===== src/rtl/serial_adder_pkg.sv =====
// rtl/serial_adder_pkg.sv - shared state encoding and default width for the bit-serial adder
package serial_adder_pkg;

  localparam int DEFAULT_WIDTH = 8;

  typedef logic [1:0] state_t;

  localparam state_t IDLE = 2'b00;
  localparam state_t BUSY = 2'b01;
  localparam state_t DONE = 2'b10;

endpackage


===== src/rtl/half_adder.sv =====
// rtl/half_adder.sv - single-bit half adder cell
module half_adder (
  input  logic a_i,
  input  logic b_i,
  output logic s_o,
  output logic c_o
);

  assign s_o = a_i ^ b_i;
  assign c_o = a_i & b_i;

endmodule


===== src/rtl/serial_adder.sv =====
// rtl/serial_adder.sv - LSB-first bit-serial adder with valid/ready operand and result handshakes
// One full-adder cell (two half adders plus a registered carry) is reused for every bit.
module serial_adder
  import serial_adder_pkg::*;
#(
  parameter int WIDTH = DEFAULT_WIDTH,
  parameter int CNT_W = $clog2(WIDTH + 1)
) (
  input  logic             clk,
  input  logic             rst_n,
  input  logic             in_valid,
  output logic             in_ready,
  input  logic [WIDTH-1:0] a,
  input  logic [WIDTH-1:0] b,
  input  logic             cin,
  output logic             out_valid,
  input  logic             out_ready,
  output logic [WIDTH-1:0] sum,
  output logic             cout
);

  localparam logic [CNT_W-1:0] LAST_BIT = CNT_W'(WIDTH - 1);

  state_t           state_q, state_d;
  logic [WIDTH-1:0] a_q, a_d;
  logic [WIDTH-1:0] b_q, b_d;
  logic [WIDTH-1:0] sum_q, sum_d;
  logic [WIDTH-1:0] sum_next;
  logic             carry_q, carry_d;
  logic             cout_q, cout_d;
  logic [CNT_W-1:0] cnt_q, cnt_d;

  logic p, g0, s, g1;

  half_adder ha0 (
    .a_i (a_q[0]),
    .b_i (b_q[0]),
    .s_o (p),
    .c_o (g0)
  );

  half_adder ha1 (
    .a_i (p),
    .b_i (carry_q),
    .s_o (s),
    .c_o (g1)
  );

  // New bit enters at the MSB so after WIDTH shifts bit 0 holds the LSB.
  generate
    if (WIDTH == 1) begin : g_sum_w1
      assign sum_next = s;
    end else begin : g_sum_wn
      assign sum_next = {s, sum_q[WIDTH-1:1]};
    end
  endgenerate

  assign in_ready  = (state_q == IDLE);
  assign out_valid = (state_q == DONE);
  assign sum       = sum_q;
  assign cout      = cout_q;

  always_comb begin
    state_d = state_q;
    a_d     = a_q;
    b_d     = b_q;
    sum_d   = sum_q;
    carry_d = carry_q;
    cout_d  = cout_q;
    cnt_d   = cnt_q;
    case (state_q)
      IDLE: begin
        if (in_valid) begin
          a_d     = a;
          b_d     = b;
          carry_d = cin;
          cnt_d   = '0;
          state_d = BUSY;
        end
      end
      BUSY: begin
        carry_d = g0 | g1;
        sum_d   = sum_next;
        a_d     = a_q >> 1;
        b_d     = b_q >> 1;
        cnt_d   = cnt_q + CNT_W'(1);
        if (cnt_q == LAST_BIT) begin
          cout_d  = g0 | g1;
          state_d = DONE;
        end
      end
      DONE: begin
        if (out_ready) begin
          state_d = IDLE;
        end
      end
      default: state_d = IDLE;
    endcase
  end

  always_ff @(posedge clk) begin
    if (!rst_n) begin
      state_q <= IDLE;
      a_q     <= '0;
      b_q     <= '0;
      sum_q   <= '0;
      carry_q <= 1'b0;
      cout_q  <= 1'b0;
      cnt_q   <= '0;
    end else begin
      state_q <= state_d;
      a_q     <= a_d;
      b_q     <= b_d;
      sum_q   <= sum_d;
      carry_q <= carry_d;
      cout_q  <= cout_d;
      cnt_q   <= cnt_d;
    end
  end

endmodule

===== config.mk =====
export PLATFORM = sky130hd
export DESIGN_NAME = serial_adder
export DESIGN_NICKNAME = d
export VERILOG_FILES = /design/src/rtl/serial_adder_pkg.sv /design/src/rtl/half_adder.sv /design/src/rtl/serial_adder.sv
export SDC_FILE = /design/constraint.sdc
export NUM_CORES = 1
export LEC_CHECK = 0
export ABC_AREA = 1
export CAP_MARGIN = 10
export CELL_PAD_IN_SITES_DETAIL_PLACEMENT = 0
export CELL_PAD_IN_SITES_GLOBAL_PLACEMENT = 1
export CORE_MARGIN = 5
export CORE_UTILIZATION = 35
export CTS_CLUSTER_SIZE = 12
export DETAILED_ROUTE_END_ITERATION = 16
export GPL_TIMING_DRIVEN = 0
export HOLD_SLACK_MARGIN = 0.1
export MAX_ROUTING_LAYER = met4
export PLACE_DENSITY = 0.89
export SYNTH_ARGS = -nofsm -noshare
export SYNTH_HDL_FRONTEND = slang
export SYNTH_SLANG_ARGS = --single-unit

===== constraint.sdc =====
create_clock -name clk -period 1.7 [get_ports clk]
set_clock_uncertainty 0.15 [all_clocks]
set_input_delay 0.17 -clock clk [delete_from_list [all_inputs] [get_ports clk]]
set_output_delay 0.17 -clock clk [all_outputs]
set_load 0.02 [all_outputs]

==> run metrics, run 1 <==
dpl cells 294; PnR Total Power 1.73 mW; syn_area_per_cell 6.88 sq um; CP endpoint kind primary output; clock sink count 32; vias in the first global route 1,304; EDFF count, synth 0; RSZ-0062 raised after global routing no; number of buffers created by CTS 5; Root Buffer clkbuf_8; CP top delay family buffers and inverters; CP Class flop to primary output; Yosys warning count 0; Max Freq 610 MHz; row cnt 23; Die X 75.0 microns; post-route ant nets 0; antenna violations before repair 0; Distinct cells, synth 17; crit path time final 1.64 ns; #FFs+latches synth 32; P_leak 0.855 nW; final wirelength 3350 microns; worst slack at placement -0.0550 ns; total core area 4060 sq um; dpl hpwl 2490 microns; PwrDens 892 nW/um^2; Hold WC Path Type input pin to flop; Required @ worst endpoint 1.38 ns; RePlAce Congestion 0.759; Layout area overhead 31.1%; Post-Syn Instances 215; Vert. Die Dim 75.0 microns; Synth Cell Area 1480 sq um; final setup vio count 0; Max Cap Viol 0; Buffers & Inverters on Critical Path 2; first-pass GRT wire length 5720 microns; Setup WS post-layout 0.0614 ns; critical path's slowest cell dfxtp_1; Post-synth ARST share 0%; Slew @ Worst Pin 0.467 ns; layout cells sized above 1 13.0%; Worst IR Drop VDD 0.397 mV; top-count cell post-synth nand2_1; vias per cell 4.53; port bufs 29; prevailing post-synth register cell dfxtp_1; slowest cell delay on critical path 0.37 ns; max-slew violations 0; register area share after synthesis 43.3%; Max transition margin 68.9%; worst skew pair latency 0.28 ns; status completed; DR WL/cell 11.0 microns; CP Max Fanout 10; pin count of the biggest net entering global routing 11; crit start category flop; drt initial violations 69; synth top area cells dfxtp_1 43%, nand2_1 12%, nand3_1 10%; Reg clk slew, reported paths 0.07 ns; drt first pass iters 4; vias post-DR 1,377; Initial Utilization 36.5%; final worst-path cycle share 96.4%; most common library cells after synthesis 46 x nand2_1, 39 x nor2_1, 32 x dfxtp_1; grt ovf 0; final net count 276; ant diodes 0; setup_tns 0 ns; Final Core Density 47.8%; Total Routing Usage GR 14.0%; Hold Vio Cnt, Final 0; syn nets 238; Synth area leader dfxtp_1; H-Tree Depth 2; DR DRC count 0; CP Cell Sequence nor2_4 -> buf_4 -> dlygate4sd2_1; CTS tree done; Layout Cells excl Fill 304; Yosys top cell area share 43.3%; io pins 32; die footprint 5630 sq um; WP data arrival 1.32 ns; clock buffer depth 2
## sequential cells by signal (all words and copies together), names as in the netlist
| name | cells |
|---|---|
| a_q | 8 |
| b_q | 8 |
| carry_q | 1 |
| cnt_q | 4 |
| cout | 1 |
| state_q | 2 |
| sum | 8 |
## where the power goes
| part | total, mW | internal (mW) | leakage [nW] | switching, mW |
|---|---|---|---|---|
| combinational | 0.308 | 0.143 | 0.542 | 0.166 |
| clock | 0.595 | 0.322 | 0.0510 | 0.273 |
| sequential | 0.828 | 0.798 | 0.263 | 0.0303 |
| total | 1.73 | 1.26 | 0.855 | 0.469 |
## layer usage
metal  global-route usage (%)  vias to the layer above  part of all wire (%)
li1                         -                      740                     -
met1                     17.8                      593                    48
met2                     20.7                       37                    43
met3                     2.94                        7                   6.3
met4                     7.11                        0                   2.0
met5                        -                        -                     0
## per-stage QoR
step	cell area, sq um	hold WS [ns]
after floorplan	1480	0.185
after global placement	1830	0.300
after detailed placement	1830	0.309
after CTS	1940	0.102
after global routing	1940	0.155
final	1940	0.116
## worst paths after layout
check	depth (start not counted)	end	slack, ns	start
max	3	in_ready	0.06	state_q[0]
min reg2reg	2	a_q[7]	0.31	a_q[7]
min	3	sum[7]	0.12	rst_n
max reg2reg	6	a_q[5]	0.37	state_q[0]
## kinds of logic after synthesis
group / count (synthesis) / synth area share, %
flops: 32 / 43.3
fa+ha+maj: 2 / 2.20
compound gates: 19 / 6.42
buf+inv: 33 / 10.1
simple gates: 129 / 38.0
## cells in the final DEF (no fill, tap or decap)
master,Yosys,final
nand2_1,46,46
nor2_1,39,39
dfxtp_1,32,32
nand3_1,30,30
clkdlybuf4s50_1,0,27
inv_1,20,20
o21ai_0,11,11
nor2_2,10,10
a21oi_1,8,8
clkbuf_8,0,6
buf_4,4,5
clkbuf_1,3,3
nand2_2,3,3
buf_2,3,3
inv_2,2,2
clkinv_2,0,2
dlygate4sd2_1,0,2
nor2_4,1,1
buf_6,1,1
fa_1,1,1
ha_1,1,1
dlygate4sd3_1,0,1
## worst reg2reg max path, cell delays in order (launching register included)
cell,delay (ns)
dfxtp_1,0.44
nand2_2,0.15
nand2_2,0.10
buf_6,0.17
nor2_2,0.04
nor2_1,0.11
nor2_1,0.05
## what timing repair did
item	4_1_cts	5_1_grt
setup endpoints to repair	2	0
buffers inserted	1	0
gates resized for setup	2	0
hold endpoints to repair	1	0
hold buffers	1	0
## area by class of cell
| type | instances | area, sq um |
|---|---|---|
| repair buffers | 31 | 305 |
| fillers | 435 | 2120 |
| inverters | 22 | 82.6 |
| well taps | 50 | 62.6 |
| flip-flops and latches | 32 | 641 |
| multi-input cells | 150 | 689 |
| clock inverters | 2 | 10.0 |
| plain buffers | 11 | 67.6 |
| clock buffers | 6 | 82.6 |
(Power assumes the default switching activity.)
==> run 2: changes to the inputs <==
Settings changed: CORE_UTILIZATION 35 to 34, CTS_CLUSTER_DIAMETER set to 80, PLACE_DENSITY 0.89 to 0.88, SYNTH_HIERARCHICAL set to 1.
==> run 2 against run 1 <==
Net effect:
- highest routed layer unchanged
- largest power group unchanged
- combinational power hardly changed
- fmax is 1.6% higher
- routed wire length is 2.9% higher
- cell count is 0.33% higher
- global-route usage is 0.66 points higher
- setup slack better by 0.025 ns
- die area is 1.6% higher
- first-iteration DRC count is 13% lower
==> run metrics, run 2 <==
setup_tns 0 ns (unchanged); top-count cell post-synth nor2_1; Required @ worst endpoint 1.38 ns (about the same); dpl cells 296 (+0.68%); die footprint 5720 sq um (+1.6%); H-Tree Depth 2 (unchanged); register area share after synthesis 43.7% (+0.44 points); grt ovf 0 (unchanged); Root Buffer clkbuf_8; vias per cell 4.50 (-0.55%); Max Freq 620 MHz (+1.6%); antenna violations before repair 0 (unchanged); most common cell after layout, fill and taps aside nor2_1; dpl hpwl 2500 microns (+0.54%); PwrDens 895 nW/um^2 (+0.33%); RSZ-0062 raised after global routing no; slowest cell delay on critical path 0.39 ns (+0.02 ns); crit path time final 1.61 ns (-0.0253 ns); critical path's slowest cell dfxtp_1; DR DRC count 0 (unchanged); final worst-path cycle share 94.9% (-1.5 points); CTS tree done; CP Cell Sequence nor2_4 -> buf_6 -> clkdlybuf4s15_1; number of buffers created by CTS 5 (unchanged); Setup WS post-layout 0.0867 ns (+0.0253 ns); total core area 4090 sq um (+0.71%); Slew @ Worst Pin 0.469 ns (+0.00234 ns); syn nets 240 (+0.84%); Layout Cells excl Fill 305 (+0.33%); row cnt 23 (unchanged); Post-Syn Instances 216 (+0.47%); Comb power frac 17.8% (about the same); drt first pass iters 4 (unchanged); Hold Vio Cnt, Final 0 (unchanged); Layout area overhead 31.9%; Worst IR Drop VDD 0.500 mV (+26%); CP endpoint kind primary output; Initial Utilization 35.9% (-0.62 points); final hold slack 0.121 ns (+0.00549 ns); post-route ant nets 0 (unchanged); io pins 32 (unchanged); area of the multi-input gates 684 sq um (-0.73%); Fillers 433 (-0.46%); worst skew pair latency 0.28 ns (about the same); synth top area cells dfxtp_1 44%, nor2_1 13%, nand2_1 12%; Switching Fraction 26.9% (-0.20 points); first-pass GRT wire length 6020 microns (+5.2%); Synth area leader dfxtp_1; Net Sw Power 0.465 mW (-0.88%); Reg clk slew, reported paths 0.06 ns (about the same); largest family of logic cells by synthesized area simple AND/OR/NAND/NOR gates; vias post-DR 1,374 (-0.22%); adder-cell area share of the yosys netlist 2.56% (+0.36 points); CP Max Fanout 10 (unchanged); Compound-Gate Fraction of Synth Area 7.17% (+0.75 points); port bufs 30 (+3.4%); Placed Area 1830 sq um (-0.27%); most frequent cells in the layout 49 x nor2_1, 46 x nand2_1, 32 x dfxtp_1; Synth Cell Area 1470 sq um (-1.0%); drt initial violations 60 (-13%); Hold WC Path Type input pin to flop; ant diodes 0 (unchanged); final net count 278 (+0.72%); Max Cap Viol 0 (unchanged); P_leak 0.869 nW (+1.7%); Max transition margin 68.7% (-0.16 points); hold_buf cts 0 (-1); RePlAce Congestion 0.813 (+7.1%); CP Class flop to primary output; final setup vio count 0 (unchanged); vias in the first global route 1,345 (+3.1%); clock sink count 32 (unchanged); DR WL/cell 11.3 microns (+2.6%); layout cells sized above 1 9.41% (-3.6 points); final wirelength 3440 microns (+2.9%); EDFF count, synth 0 (unchanged); Yosys top cell area share 43.7% (+0.44 points); Die X 75.6 microns (+0.82%); max-slew violations 0 (unchanged); most common library cells after synthesis 49 x nor2_1, 46 x nand2_1, 32 x dfxtp_1; #FFs+latches synth 32 (unchanged); Final Cell Area 1930 sq um (-0.45%); prevailing post-synth register cell dfxtp_1; mux share of post-synthesis cell area 0% (unchanged); Post-synth ARST share 0% (unchanged); storage element area 641 sq um (unchanged); Vert. Die Dim 75.6 microns (+0.82%); worst slack at placement -0.126 ns (-0.0710 ns); Int Power 1.27 mW (+0.16%); Yosys warning count 6 (+6); Distinct cells, synth 16 (-1); Total Routing Usage GR 14.6% (+0.66 points); crit start category flop; Synth Area in XOR/XNOR 0% (unchanged); pin count of the biggest net entering global routing 11 (unchanged); syn_area_per_cell 6.78 sq um (-1.5%); Reg power frac 47.9% (about the same); WP data arrival 1.29 ns (-0.03 ns); status completed; clock power share 34.2% (-0.2 points); area fraction in and, or, nand and nor cells after synthesis 36.6% (-1.3 points); clock buffer depth 2 (unchanged)
[run 2: area by class of cell]
type,instances,area share (%)
plain buffers,11,3.43
clock buffers,6,4.27
clock inverters,2,0.518
inverters,21,4.08
multi-input cells,152,35.4
flip-flops and latches,32,33.2
well taps,50,3.24
repair buffers,31,15.9
[run 2: cell families after synthesis]
family / Yosys count
AOI/OAI and AO/OA: 21
adders and majority gates: 3
buffers and inverters: 32
DFF: 32
and+or+nand+nor: 128
[run 2: worst paths after layout]
kind | startpoint | to | slack [ns] | depth (start not counted)
min | in_valid | state_q[0] | 0.12 | 3
max | state_q[0] | in_ready | 0.09 | 3
min reg2reg | a_q[7] | a_q[7] | 0.33 | 2
max reg2reg | state_q[0] | b_q[5] | 0.26 | 6
[run 2: stage by stage]
step	util, %	power [mW]
2_1_floorplan	-	1.02
3_3_place_gp	44.7	1.15
3_5_place_dp	44.7	1.15
4_1_cts	47.2	1.76
5_1_grt	47.3	1.84
6_report	47.3	1.73
[run 2: power groups by stage]
stage	Clock, mW	Combinational (mW)	Sequential [mW]
finish	0.592	0.308	0.829
global route	0.650	0.349	0.836
CTS	0.614	0.312	0.830
detailed placement	0	0.307	0.846
global placement	0	0.306	0.843
floorplan	0	0.165	0.860
[run 2: worst max-delay path, delay by kind of cell (launching register included)]
kind / cells / cell delay, ns
buffers and inverters: 2 / 0.46
DFF: 1 / 0.39
and+or+nand+nor: 1 / 0.16
[run 2: metal layers]
metal	track usage, %	up-vias	part of all wire (%)
li1	-	754	-
met1	17.3	590	48
met2	23.4	25	46
met3	4.49	5	4.0
met4	5.24	0	1.7
met5	-	-	0
[run 2: repair_timing]
item | 4_1_cts | 5_1_grt
endpoints found under the setup margin | 2 | 1
pin swaps | 1 | 0
setup buffers | 1 | 0
resized for setup | 3 | 1
==> run 3: changes to the inputs <==
Settings changed: PLACE_DENSITY 0.88 to unset, PLACE_DENSITY_LB_ADDON set to 0.3, SETUP_SLACK_MARGIN set to 0.02.
==> run 3 against run 2 <==
Net effect:
- non-clock buffer count did not move
- first-iteration DRC count rose by 72%
- cell count stayed put
- final area shrank 0.13%
- sequential power barely moved
- critical path type unchanged
- critical endpoint unchanged
- largest power group unchanged
- highest routed layer unchanged
==> run metrics, run 3 (synthesis results as in run 2) <==
PnR Total Power 1.73 mW (+0.19%); row cnt 23 (unchanged); Vert. Die Dim 75.6 microns (unchanged); Reg power frac 47.8% (about the same); Layout area overhead 31.7%; vias per cell 4.50 (about the same); Max Cap Viol 0 (unchanged); worst skew pair latency 0.28 ns (about the same); Root Buffer clkbuf_8; die footprint 5720 sq um (unchanged); dpl hpwl 2490 microns (-0.52%); Slew @ Worst Pin 0.455 ns (-0.0139 ns); CTS tree done; max-slew violations 0 (unchanged); CP top delay family buffers and inverters; antenna violations before repair 0 (unchanged); hold-critical path depth 3 (unchanged); post-route ant nets 0 (unchanged); final setup vio count 0 (unchanged); number of buffers created by CTS 5 (unchanged); Fillers 466 (+7.6%); critical path's slowest cell dfxtp_1; io pins 32 (unchanged); pin count of the biggest net entering global routing 11 (unchanged); most frequent cells in the layout 49 x nor2_1, 46 x nand2_1, 32 x dfxtp_1; crit path time final 1.61 ns (-0.00513 ns); Initial Utilization 35.9% (unchanged); slowest cell delay on critical path 0.38 ns (about the same); clock buffer depth 2 (unchanged); Switching Fraction 26.6% (-0.29 points); FF-to-FF path depth 6 (unchanged); port bufs 30 (unchanged); WP data arrival 1.29 ns (about the same); RePlAce Congestion 0.749 (-7.9%); H-Tree Depth 2 (unchanged); Hold Vio Cnt, Final 0 (unchanged); Max transition margin 69.6% (+0.93 points); clock power share 34.3% (about the same); CP Cell Sequence nor2_4 -> buf_6 -> clkdlybuf4s15_1; Final Core Density 47.2% (-0.061 points); CP Depth 3 (unchanged); Max Freq 622 MHz (+0.32%); most common cell after layout, fill and taps aside nor2_1; status completed; grt ovf 0 (unchanged); Int Power 1.27 mW (+0.59%); drt first pass iters 4 (unchanged); setup slack, reg-to-reg 0.27 ns (about the same); setup_tns 0 ns (unchanged); Hold WC Path Type input pin to flop; Total Routing Usage GR 14.1% (-0.48 points); vias in the first global route 1,311 (-2.5%); PwrDens 898 nW/um^2 (+0.32%); ant diodes 0 (unchanged); crit start category flop; Die X 75.6 microns (unchanged); Final Cell Area 1930 sq um (-0.13%); Reg clk slew, reported paths 0.06 ns (about the same); hold_buf cts 0 (unchanged); Required @ worst endpoint 1.38 ns (about the same); Net Sw Power 0.460 mW (-0.90%); final worst-path cycle share 94.6% (-0.30 points); CP endpoint kind primary output; total core area 4090 sq um (unchanged); drt initial violations 103 (+72%); clock sink count 32 (unchanged); layout cells sized above 1 8.63% (-0.78 points); RSZ-0062 raised after global routing no; Comb power frac 17.8% (about the same); final net count 278 (unchanged); CP Max Fanout 10 (unchanged); Placed Area 1830 sq um (unchanged); CP Class flop to primary output; P_leak 0.864 nW (-0.63%); vias post-DR 1,373 (-0.073%); Buffers & Inverters on Critical Path 2 (unchanged); final wirelength 3400 microns (-1.2%); DR DRC count 0 (unchanged); first-pass GRT wire length 5750 microns (-4.4%); Worst IR Drop VDD 0.471 mV (-5.7%); DR WL/cell 11.2 microns (-1.2%)
## run 3: metrics by stage
stage,std cells,hold WS (ns),setup slack [ns]
after floorplan,216,0.185,0.361
after global placement,296,0.304,-0.140
after detailed placement,296,0.309,-0.129
after CTS,305,0.115,0.0589
after global routing,305,0.150,0.0457
final,305,0.119,0.0919
## run 3: worst register-to-register path, delay by kind of cell, from the launching register on
kind / cells / cell delay [ns]
AO/OA/AOI/OAI: 1 / 0.10
flip-flops: 1 / 0.32
AND/OR/NAND/NOR: 3 / 0.28
adder cells (fa/ha/maj): 2 / 0.49
## run 3: worst paths after layout
kind,start,to
worst max-delay path,state_q[0],in_ready
worst min-delay path,in_valid,state_q[0]
worst max register to register,a_q[0],carry_q
worst min register to register,b_q[7],b_q[7]
## run 3: power groups by stage
stage	Sequential (mW)	Combinational, mW	Clock (mW)
CTS	0.829	0.313	0.611
global route	0.834	0.350	0.639
global placement	0.845	0.308	0
finish	0.829	0.309	0.595
floorplan	0.860	0.165	0
detailed placement	0.845	0.309	0
## run 3: area by class of cell
class	instances	area, sq um	share of cell area, %
buffer	11	66.3	3.44
timing repair buffer	31	307	15.9
tap	50	62.6	3.24
inverter	21	78.8	4.09
multi-input combinational	152	684	35.5
clock buffer	8	90.1	4.67
sequential	32	641	33.2
## run 3: per-layer routing
layer	track usage [%]	vias to the layer above	share of wire (%)
li1	-	748	-
met1	16.7	597	47
met2	22.3	23	46
met5	-	-	0
met3	4.75	5	4.9
met4	5.24	0	1.7
## run 3: what timing repair did
| item | CTS | global route |
|---|---|---|
| setup endpoints to repair | 2 | 1 |
| setup buffers | 1 | 0 |
| pin swaps | 1 | 0 |
| gates resized for setup | 3 | 1 |
| gates cloned | 0 | 0 |
